===== src/rtl/mux4_rr_sched_pkg.sv =====
// Shared constants and types for the 4-channel round-robin burst multiplexer.
package mux_pkg;

    localparam int NUM_CH     = 4;
    localparam int SEL_W      = 2;
    localparam int BEAT_W     = 4;
    localparam int DEFAULT_DW = 2;

    typedef enum logic {
        IDLE  = 1'b0,
        GRANT = 1'b1
    } state_t;

endpackage


===== src/rtl/mux4_rr_sched_rr_pick4.sv =====
// Combinational round-robin picker: the first requester after 'last', wrapping,
// wins. 'last' itself has the lowest priority.
module rr_pick4
    import mux_pkg::*;
(
    input  logic [NUM_CH-1:0] req,
    input  logic [SEL_W-1:0]  last,
    output logic [SEL_W-1:0]  win,
    output logic              any
);

    logic [SEL_W-1:0] idx;

    assign any = |req;

    // Walk from lowest to highest priority so that the nearest requester overwrites.
    always_comb begin
        win = '0;
        idx = '0;
        for (int i = NUM_CH; i >= 1; i--) begin
            idx = last + SEL_W'(i);
            if (req[idx]) begin
                win = idx;
            end
        end
    end

endmodule


===== src/rtl/mux4_rr_sched.sv =====
// Four-channel round-robin scheduler with bounded bursts feeding a single
// registered output beat.
module mux4_rr_sched
    import mux_pkg::*;
#(
    parameter int DW    = DEFAULT_DW,
    parameter int BURST = 4
) (
    input  logic                clk,
    input  logic                rst,
    input  logic [NUM_CH-1:0]   in_valid,
    input  logic [DW-1:0]       p0,
    input  logic [DW-1:0]       p1,
    input  logic [DW-1:0]       p2,
    input  logic [DW-1:0]       p3,
    output logic [NUM_CH-1:0]   in_ready,
    output logic [SEL_W-1:0]    sel,
    output logic                grant_active,
    output logic                out_valid,
    output logic [DW-1:0]       out_data,
    input  logic                out_ready
);

    localparam logic [BEAT_W-1:0] BEAT_LAST = BEAT_W'(BURST - 1);

    state_t              state_reg, state_next;
    logic [SEL_W-1:0]    sel_reg, sel_next;
    logic [SEL_W-1:0]    last_reg, last_next;
    logic [BEAT_W-1:0]   beat_cnt_reg, beat_cnt_next;
    logic                out_valid_reg, out_valid_next;
    logic [DW-1:0]       out_data_reg, out_data_next;

    logic [DW-1:0]       p_arr [NUM_CH];
    logic [SEL_W-1:0]    win;
    logic                any;
    logic                granted;
    logic                accept;
    logic                xfer;

    assign p_arr[0] = p0;
    assign p_arr[1] = p1;
    assign p_arr[2] = p2;
    assign p_arr[3] = p3;

    rr_pick4 u_pick (
        .req  (in_valid),
        .last (last_reg),
        .win  (win),
        .any  (any)
    );

    assign granted = (state_reg == GRANT);
    // The output register can take a beat when empty or draining this cycle.
    assign accept  = !out_valid_reg || out_ready;
    assign xfer    = granted && in_valid[sel_reg] && accept;

    generate
        for (genvar gi = 0; gi < NUM_CH; gi++) begin : g_ready
            assign in_ready[gi] = !rst && granted && accept && (sel_reg == SEL_W'(gi));
        end
    endgenerate

    assign grant_active = granted && !rst;
    assign sel          = sel_reg;
    assign out_valid    = out_valid_reg;
    assign out_data     = out_data_reg;

    always_comb begin
        state_next     = state_reg;
        sel_next       = sel_reg;
        last_next      = last_reg;
        beat_cnt_next  = beat_cnt_reg;
        out_valid_next = out_valid_reg;
        out_data_next  = out_data_reg;

        case (state_reg)
            IDLE: begin
                if (any) begin
                    state_next    = GRANT;
                    sel_next      = win;
                    beat_cnt_next = '0;
                end
            end
            GRANT: begin
                if (!in_valid[sel_reg]) begin
                    state_next = IDLE;
                    last_next  = sel_reg;
                end else if (xfer) begin
                    if (beat_cnt_reg == BEAT_LAST) begin
                        state_next = IDLE;
                        last_next  = sel_reg;
                    end else begin
                        beat_cnt_next = beat_cnt_reg + 1'b1;
                    end
                end
            end
            default: state_next = IDLE;
        endcase

        // A release never touches the output register; a held beat still waits.
        if (xfer) begin
            out_valid_next = 1'b1;
            out_data_next  = p_arr[sel_reg];
        end else if (out_valid_reg && out_ready) begin
            out_valid_next = 1'b0;
        end
    end

    always_ff @(posedge clk) begin
        if (rst) begin
            state_reg     <= IDLE;
            sel_reg       <= '0;
            last_reg      <= SEL_W'(NUM_CH - 1);
            beat_cnt_reg  <= '0;
            out_valid_reg <= 1'b0;
            out_data_reg  <= '0;
        end else begin
            state_reg     <= state_next;
            sel_reg       <= sel_next;
            last_reg      <= last_next;
            beat_cnt_reg  <= beat_cnt_next;
            out_valid_reg <= out_valid_next;
            out_data_reg  <= out_data_next;
        end
    end

endmodule


===== config.mk =====
export PLATFORM = sky130hd
export DESIGN_NAME = mux4_rr_sched
export DESIGN_NICKNAME = d
export VERILOG_FILES = /design/src/rtl/mux4_rr_sched_pkg.sv /design/src/rtl/mux4_rr_sched_rr_pick4.sv /design/src/rtl/mux4_rr_sched.sv
export SDC_FILE = /design/constraint.sdc
export NUM_CORES = 1
export LEC_CHECK = 0
export BUFFER_PORTS_ARGS = -buffer_cell sky130_fd_sc_hd__buf_4
export CAP_MARGIN = 15
export CORE_MARGIN = 2
export CORE_UTILIZATION = 47
export CTS_CLUSTER_DIAMETER = 80
export CTS_CLUSTER_SIZE = 16
export DETAILED_ROUTE_END_ITERATION = 12
export HOLD_SLACK_MARGIN = 0.03
export MAX_ROUTING_LAYER = met4
export PLACE_DENSITY = 0.76
export SETUP_SLACK_MARGIN = 0.1
export SLEW_MARGIN = 15
export SYNTH_ARGS = -nofsm -noshare
export SYNTH_HDL_FRONTEND = slang
export SYNTH_SLANG_ARGS = --single-unit

===== constraint.sdc =====
create_clock -name clk -period 1.8 [get_ports clk]
set_input_delay 0.18 -clock clk [delete_from_list [all_inputs] [get_ports clk]]
set_output_delay 0.18 -clock clk [all_outputs]
set_load 0.02 [all_outputs]

# Yosys cells after proc, flatten, opt, wreduce, memory -nomap -nowiden
# Index checks and enable logic that the tools add are counted.
# classes
n_reduce_logical	18
n_bitwise	2
n_lt_le_gt_ge	6
n_eq_ne	10
shift	0
addsub	4
n_mux	32
div_mod_pow	0
n_mul	0
# ops
operator	n
2-to-1 mux 2 bit	9
2-to-1 mux 4 bit	4
less-than comparator 2 x 3 -> 1 bit, second input constant	5
2-to-1 mux 1 bit	11
binary-select mux 1 bit (select 2 bit)	5
logical AND 1 bit	9
case mux 4 bit (2 select lines)	1
inequality test 2 x 1 -> 1 bit, second input constant	3
inequality test 2 bit, second input constant	3
adder 2 bit, second input constant	2
adder 4 x 1 -> 4 bit, second input constant	1
binary-select mux 2 bit (select 2 bit)	1
equality test 2 bit, second input constant	2
equality test 4 x 2 -> 1 bit, second input constant	1
AND reduction 4 bit	1
OR reduction 4 bit	1
>= comparator 3 bit, second input constant	1
NOT 2 -> 3 bit	1
AND reduction 3 bit	1
adder 2 x 1 -> 2 bit, second input constant	1
equality test 2 x 1 -> 1 bit, second input constant	1
zero test 1 bit	2
zero test 2 bit	1
case mux 1 bit (2 select lines)	1
4 further kinds	4
# totals
register_bits	12
ram_bits	0
elab_cells	78
mem_count	0
in_bits	15
mem_bits_ro	0
output_inout_bits	10
latch_bits	0

# Longest topological paths before layout
# Gate-level depths: netlist of the first run.
# logic_depth
depth_word	7
mapped_depth	6
ltp_nobuf	5

# Hierarchy
# A second synthesis of the first run with hierarchy kept.
# hier_totals
hier_cells	83
area_unflattened_um2	743.2
# modules_own_cells
module	cells_each	area_per_inst_um2	seq_area_each_um2	instances
mux4_rr_sched	69	651.9	240.2	1
rr_pick4	14	91.3	0.0	1

# Least setup slack after synthesis of the first run
# Ideal clock, no wire load.
# synth_path
path_type	register -> register
from	reg sel_reg[0], in the netlist sel[0]
to	reg out_data_reg[0], in the netlist out_data[0]
arrival_ns	1.513
path_buffers	1
setup_slack_ns	0.159
path_stages_with_launch	6
cell_sequence	dfxtp_1 buf_6 mux4_2 nand3_4 mux2i_1 nor2_1
# synth_via
elab_chain_len	4
elab_cells_between_ends	8
classes_between	5 x mux; 1 x bitwise; 2 x reduce/logical
# synth_lines
item	line_no	source
start: declaration	mux4_rr_sched.sv:27	logic [SEL_W-1:0] sel_reg, sel_next;
start signal: assignment	mux4_rr_sched.sv:119	sel_reg <= sel_next;
NOT 2 -> 3 bit (not written as such) or binary-select mux 1 bit (select 2 bit) (tied branches)	mux4_rr_sched.sv:103, mux4_rr_sched.sv:55	
binary-select mux 2 bit (select 2 bit) or 2-to-1 mux 1 bit (tied branches)	mux4_rr_sched.sv:103, mux4_rr_sched.sv:55	
2-to-1 mux 2 bit (not written as such) or logical AND 1 bit (tied branches) (2 in series)	mux4_rr_sched.sv:103, mux4_rr_sched.sv:55	
end signal: assignment	mux4_rr_sched.sv:123	out_data_reg <= out_data_next;
end: declaration	mux4_rr_sched.sv:31	logic [DW-1:0] out_data_reg, out_data_next;
# Parallel ways exist; a longest one is shown, timed or not. The select of a mux whose other input is x is not followed.
# A chain may end at the register's enable or synchronous reset.

# Worst setup path after layout of the first run
# layout_path
from	reg beat_cnt_reg[1]
to	reg last_reg[1]
# layout_via
elab_chain_len	3
# layout_lines
item	line_no	source
start: declaration	mux4_rr_sched.sv:29	logic [BEAT_W-1:0] beat_cnt_reg, beat_cnt_next;
start signal: assignment	mux4_rr_sched.sv:121	beat_cnt_reg <= beat_cnt_next;
equality test 4 x 2 -> 1 bit	mux4_rr_sched.sv:89	if (beat_cnt_reg == BEAT_LAST) begin
inequality test 2 x 1 -> 1 bit (no source line)	n/a	
AND reduction 3 bit (no source line)	n/a	
end signal: assignment	mux4_rr_sched.sv:113	last_reg <= SEL_W'(NUM_CH - 1);
end signal: assignment	mux4_rr_sched.sv:120	last_reg <= last_next;
end: declaration	mux4_rr_sched.sv:28	logic [SEL_W-1:0] last_reg, last_next;
# No other way between the ends.

==> results of run 1 <==
-- what timing repair did --
action                     in CTS  in global routing
pin swaps                       1                  1
setup endpoints to repair       1                  4
gates cloned                    0                  0
gates resized for setup         1                  5
buffers inserted                1                  1
hold buffers                    0                  0
-- layout by cell type (no fill, tap or decap), types with 3 or more instances in the layout --
master,synthesis,layout
buf_4,1,30
clkbuf_4,0,3
dfxtp_1,12,10
inv_1,4,3
mux2i_1,4,4
nand2_1,3,3
nand3_1,7,7
nor2_1,11,11
o21ai_0,4,4
-- layer usage --
| metal | track usage [%] | routed length, um | share of wire (%) | up-vias |
|---|---|---|---|---|
| li1 | - | - | - | 354 |
| met1 | 23.7 | 758 | 42 | 328 |
| met2 | 35.2 | 921 | 51 | 22 |
| met3 | 4.26 | 87 | 4.9 | 4 |
| met4 | 11.5 | 24 | 1.3 | 0 |
| met5 | - | 0 | 0 | - |
-- metrics by stage --
stage / hold WS (ns) / instance area (um^2) / total power [mW]
floorplan: 0.389 / 724 / 0.441
global placement: 0.443 / 927 / 0.511
detailed placement: 0.446 / 927 / 0.516
CTS: 0.146 / 972 / 0.741
global route: 0.159 / 998 / 0.778
finish: 0.153 / 998 / 0.744
-- worst max-delay path by stage --
stage                    start     endpoint  slack [ns]  cells after the start
6_report       beat_cnt_reg[1]  last_reg[1]        0.15                      5
5_1_grt        beat_cnt_reg[1]  last_reg[1]        0.08                      5
4_1_cts        beat_cnt_reg[1]  last_reg[1]        0.11                      5
3_5_place_dp   beat_cnt_reg[0]  last_reg[1]        0.10                      5
3_3_place_gp   beat_cnt_reg[0]  last_reg[0]        0.19                      5
2_1_floorplan           sel[0]  out_data[0]        0.16                      5
-- worst reg2reg max path, cell delays in order, from the launching register on --
cell and delay, ns:
dfxtp_2 0.35, ha_2 0.19, or3b_2 0.46, nand2b_4 0.17, a21oi_4 0.18, mux2i_1 0.23
-- layout make-up --
class | count | area share [%]
clock buffer | 4 | 3.63
tap | 16 | 2.01
multi-input combinational | 59 | 46.0
inverter | 4 | 1.50
sequential | 12 | 24.3
timing repair buffer | 30 | 22.6
-- cell families (layout without fill, tap and decap cells) --
| kind of cell | count (synthesis) | count (layout) | synth area share (%) |
|---|---|---|---|
| simple gates | 35 | 35 | 27.6 |
| compound gates | 16 | 16 | 15.7 |
| flops | 12 | 12 | 33.2 |
| buf+inv | 8 | 38 | 5.87 |
| mux | 7 | 7 | 15.9 |
| fa+ha+maj | 1 | 1 | 1.73 |
-- power groups by stage --
| stage | Sequential [mW] | Combinational (mW) | Clock, mW |
|---|---|---|---|
| floorplan | 0.316 | 0.125 | 0 |
| global placement | 0.306 | 0.205 | 0 |
| detailed placement | 0.307 | 0.208 | 0 |
| CTS | 0.302 | 0.213 | 0.226 |
| global route | 0.304 | 0.237 | 0.238 |
| finish | 0.301 | 0.220 | 0.222 |
==> out/qor.txt, run 1 <==
CP Data Required Time - 2.00 ns
DRT Pass-1 Iters - 4
Worst vdd ir - 413 uV
TritonCTS clock tree - done
Crit path max-delay family - simple AND/OR/NAND/NOR gates
ANT nets after route - 0
Gpl congestion - 0.855
RR Endpoint - last_reg[1]
FF/Latch Area - 243 um^2
Final Hold Vio Count - 0
Clk_lat worst skew - 0.27 ns
Worst rel slew slack - 80.6%
LEAKAGE - 0.451 nW
Place WS - 0.103 ns
Hold Path End - sel[1]
Tcrit/Tclk final - 91.5%
Clock sinks - 12
Post-synth cell types - 34
Core Area - 0.00147 mm^2
CTS root buffer - clkbuf_4
Crit path largest cell delay - 0.46 ns
Total net switching power - 0.227 mW
Avg Cell Area, Syn - 9.17 um^2
Initial antenna violation count - 0
Critical path type - reg -> reg
Clock network power share - 29.9%
Initial Util - 49.2%
Internal - 0.517 mW
Ys Warns - 0
Synthesized instance count - 79
Die width - 43.3 um
Layout cell share with drive strength beyond 1 - 42.2%
Multi-input logic area - 459 um^2
Setup TNS - 0 ns
Maximum buffer depth of the clock tree - 2
DRC errors left - 0
Layout area overhead - 37.8%
Arr. time, crit path - 1.84 ns
Max_cap viols - 0
CP Cell Sequence - ha_2, or3b_2, nand2b_4, a21oi_4, mux2i_1
Number of enable flip-flop cells after synthesis - 0
RSZ-0062 raised after global routing - true
First-pass GRT wire length - 2880 um
Die H - 43.3 um
Setup crit start kind - register
GRT overflow - 0
Vias in the first global route - 705
Status - complete, no violations
Switching portion of total power - 30.5%
Flops & latches, synth - 12
Ys async rst share - 0%
Hold_sp - rst
Fmax achieved - 607 MHz
All-Layer GR Usage - 21.3%
Power density over the cells - 745 mW/mm^2
Top cells by area, synth - dfxtp_1 33%, mux4_1 7.3%, nor2_1 5.7%
Slew @ Worst Pin - 0.288 ns
Final nets - 126
Die Area - 0.00187 mm^2
Io pins - 25
Setup-failing EPs final - 0
Leading area contributor after synthesis - dfxtp_1
Most common cell in the netlist - dfxtp_1
Synth Flop Type - dfxtp_1
Wire length per cell - 14.3 um
Reg-to-reg slack, setup - 0.15 ns
Cts bufs inserted - 3
Final Util - 67.9%
Seq pwr share - 40.5%
Drt via density - 5.66
Worst r2r path cells - 5
Final cell count without fillers - 125
H-tree levels - 1
Iteration-0 DRC Markers - 16
Reg2Reg Launch Point - beat_cnt_reg[1]
Min Tclk post-route - 1.65 ns
DP HPWL - 1340 um
Worst-path clk slew - 0.09 ns
Slowest-stage cell, CP - or3b_2
Clk_skew - 0.00410 ns
Placed Cells - 119
Fillers - 126
Mapped cell area - 724 um^2
FP Rows - 14
Synth Net Count - 95
Most frequent cells after synthesis - 12 x dfxtp_1, 11 x nor2_1, 7 x nand3_1
Antenna fix cells - 0
Share of the synthesized area in the top cell type - 33.2%
Max reg flops - 4
Max-slew violation count - 0
CP Max Fanout - 3
Critical Path End Type - register
Port Buffer Count - 24
Comb pwr share - 29.6%
Seq/Total Area, Yosys - 33.2%
Final WS setup - 0.154 ns
Largest net degree at the start of global routing - 13
Drt total wl - 1790 um
Hold crit path type - in -> reg
CP Buf/Inv Count - 0
Routed vias - 708
Worst Hold Path Cells - 2
Power figures use the tool's default switching activity.
==> inputs of run 2 (changes only) <==
Settings changed: CTS_BUF_LIST set to sky130_fd_sc_hd__clkbuf_16.
==> run 2 against run 1 <==
Compared with the run above:
- setup slack got worse by 0.012 ns
- largest cell class unchanged
- die area did not move
- design area is 4.3% higher
- highest routed layer unchanged
- clock-buffer cell count fell by 1
- flip-flop and latch count stayed put
==> out/qor.txt, run 2 (synthesis gave the netlist of run 1 again) <==
Status - complete, no violations (unchanged)
Worst setup path endpoint - last_reg[1] (unchanged)
Comb pwr share - 22.8% (was 29.6%)
Fmax achieved - 603 MHz (was 607 MHz)
Routed vias - 744 (was 708)
Max_cap viols - 0 (unchanged)
Final instance area - 0.00104 mm^2 (was 998 um^2)
Place WS - 0.103 ns (unchanged)
Layout cell share with drive strength beyond 1 - 39.8% (was 42.2%)
RSZ-0062 raised after global routing - false (was true)
Placed Cells - 119 (unchanged)
H-tree levels - 1 (unchanged)
Layout area overhead - 43.7% (was 37.8%)
Worst rel slew slack - 84.9% (was 80.6%)
Final Util - 70.7% (was 67.9%)
Reg-to-reg slack, setup - 0.14 ns (was 0.15 ns)
Critical path type - reg -> reg (unchanged)
Internal - 0.685 mW (was 0.517 mW)
Multi-input logic area - 462 um^2 (was 459 um^2)
Worst r2r path cells - 5 (unchanged)
Worst-path clk slew - 0.05 ns (was 0.09 ns)
LEAKAGE - 0.464 nW (was 0.451 nW)
Initial Util - 49.2% (unchanged)
Placed Area - 927 um^2 (unchanged)
Clk_lat worst skew - 0.25 ns (was 0.27 ns)
Clock sinks - 12 (unchanged)
Final nets - 125 (was 126)
RR Endpoint - last_reg[1] (unchanged)
First-pass GRT wire length - 2840 um (was 2880 um)
Die H - 43.3 um (unchanged)
Switching portion of total power - 27.4% (was 30.5%)
TritonCTS clock tree - done (unchanged)
Drt via density - 6.00 (was 5.66)
Critical path origin - beat_cnt_reg[0] (was beat_cnt_reg[1])
Iteration-0 DRC Markers - 16 (unchanged)
Most common cell after layout, fill and taps aside - buf_4 (unchanged)
DRT Pass-1 Iters - 5 (was 4)
Final WS setup - 0.141 ns (was 0.154 ns)
Most frequent cells in the layout - 29 x buf_4, 11 x nor2_1, 10 x dfxtp_1 (was 30 x buf_4, 11 x nor2_1, 10 x dfxtp_1)
ANT nets after route - 0 (unchanged)
Power density over the cells - 906 mW/mm^2 (was 745 mW/mm^2)
GRT overflow - 0 (unchanged)
Die Area - 0.00187 mm^2 (unchanged)
FF/Latch Area - 248 um^2 (was 243 um^2)
Setup TNS - 0 ns (unchanged)
Hold crit path type - in -> reg (unchanged)
Min Tclk post-route - 1.66 ns (was 1.65 ns)
Tcrit/Tclk final - 92.1% (was 91.5%)
Max-slew violation count - 0 (unchanged)
Wire length per cell - 15.3 um (was 14.3 um)
Gpl congestion - 0.855 (unchanged)
# hold bufs at CTS - 0 (unchanged)
Vias in the first global route - 690 (was 705)
Final cell count without fillers - 124 (was 125)
Slew @ Worst Pin - 0.225 ns (was 0.288 ns)
Arr. time, crit path - 1.82 ns (was 1.84 ns)
Max reg flops - 4 (unchanged)
Setup crit start kind - register (unchanged)
Fillers - 115 (was 126)
All-Layer GR Usage - 20.9% (was 21.3%)
Setup-failing EPs final - 0 (unchanged)
Core Area - 0.00147 mm^2 (unchanged)
Clock network power share - 45.2% (was 29.9%)
Largest net degree at the start of global routing - 13 (unchanged)
Initial antenna violation count - 0 (unchanged)
Drt total wl - 1900 um (was 1790 um)
Cts bufs inserted - 3 (unchanged)
Port Buffer Count - 24 (unchanged)
CP Max Fanout - 4 (was 3)
Clk_skew - 0.00132 ns (was 0.00410 ns)
CTS root buffer - clkbuf_16 (was clkbuf_4)
Total net switching power - 0.259 mW (was 0.227 mW)
CP Data Required Time - 1.96 ns (was 2.00 ns)
Critical Path End Type - register (unchanged)
FP Rows - 14 (unchanged)
Io pins - 25 (unchanged)
Reg2Reg Launch Point - beat_cnt_reg[0] (was beat_cnt_reg[1])
DRC errors left - 0 (unchanged)
Worst vdd ir - 535 uV (was 413 uV)
DP HPWL - 1340 um (unchanged)
Maximum buffer depth of the clock tree - 2 (unchanged)
Die width - 43.3 um (unchanged)
Final Hold Vio Count - 0 (unchanged)
Seq pwr share - 32.0% (was 40.5%)
Antenna fix cells - 0 (unchanged)
==> run 2: cell count changes in the layout (fill, tap and decap cells not counted), sizes merged <==
| cell | change |
|---|---|
| buf | -1 |
| clkbuf | -1 |
| clkinv | +1 |
==> run 2: worst min-delay path by stage <==
stage | start | cells past startpoint | to
floorplan | in_valid[2] | 3 | sel[0]
global placement | rst | 2 | sel[1]
detailed placement | rst | 2 | sel[1]
CTS | rst | 2 | sel[1]
global route | rst | 2 | out_data[0]
finish | rst | 2 | sel[1]
==> run 2: critical path, stage by stage (launching register included) <==
cell and delay, ns:
dfxtp_4 0.37, ha_4 0.14, or3b_2 0.46, nand2b_4 0.16
a21oi_2 0.20, mux2i_1 0.24
==> run 2: power by group through the flow <==
stage / combinational, mW / clock [mW] / sequential [mW]
final: 0.215 / 0.426 / 0.302
after global routing: 0.231 / 0.433 / 0.304
after CTS: 0.213 / 0.423 / 0.303
after detailed placement: 0.208 / 0 / 0.307
after global placement: 0.205 / 0 / 0.306
after floorplan: 0.125 / 0 / 0.316
==> run 2: cell type report <==
cell class	instances	share of cell area, %
Clock buffer	3	7.21
Timing Repair Buffer	29	20.9
Sequential cell	12	23.8
Multi-Input combinational cell	59	44.4
Tap cell	16	1.92
Clock inverter	1	0.361
Inverter	4	1.44
==> run 2: what timing repair did <==
action                     in CTS  in global routing
setup endpoints to repair       1                  3
setup buffers                   1                  0
gates resized for setup         2                  5
gates cloned                    0                  0
pin swaps                       1                  2
==> run 2: metrics by stage <==
stage / total power [mW] / hold WS [ns]
finish: 0.944 / 0.189
global route: 0.968 / 0.216
CTS: 0.939 / 0.191
detailed placement: 0.516 / 0.446
global placement: 0.511 / 0.443
floorplan: 0.441 / 0.389
==> run 2: metal layers <==
metal  share of wire, %  GRT usage, %  vias to the layer above
li1                   -             -                      350
met1                 40          23.9                      351
met2                 50          34.0                       36
met3                7.0          3.83                        7
met4                3.2          11.5                        0
met5                  0             -                        -
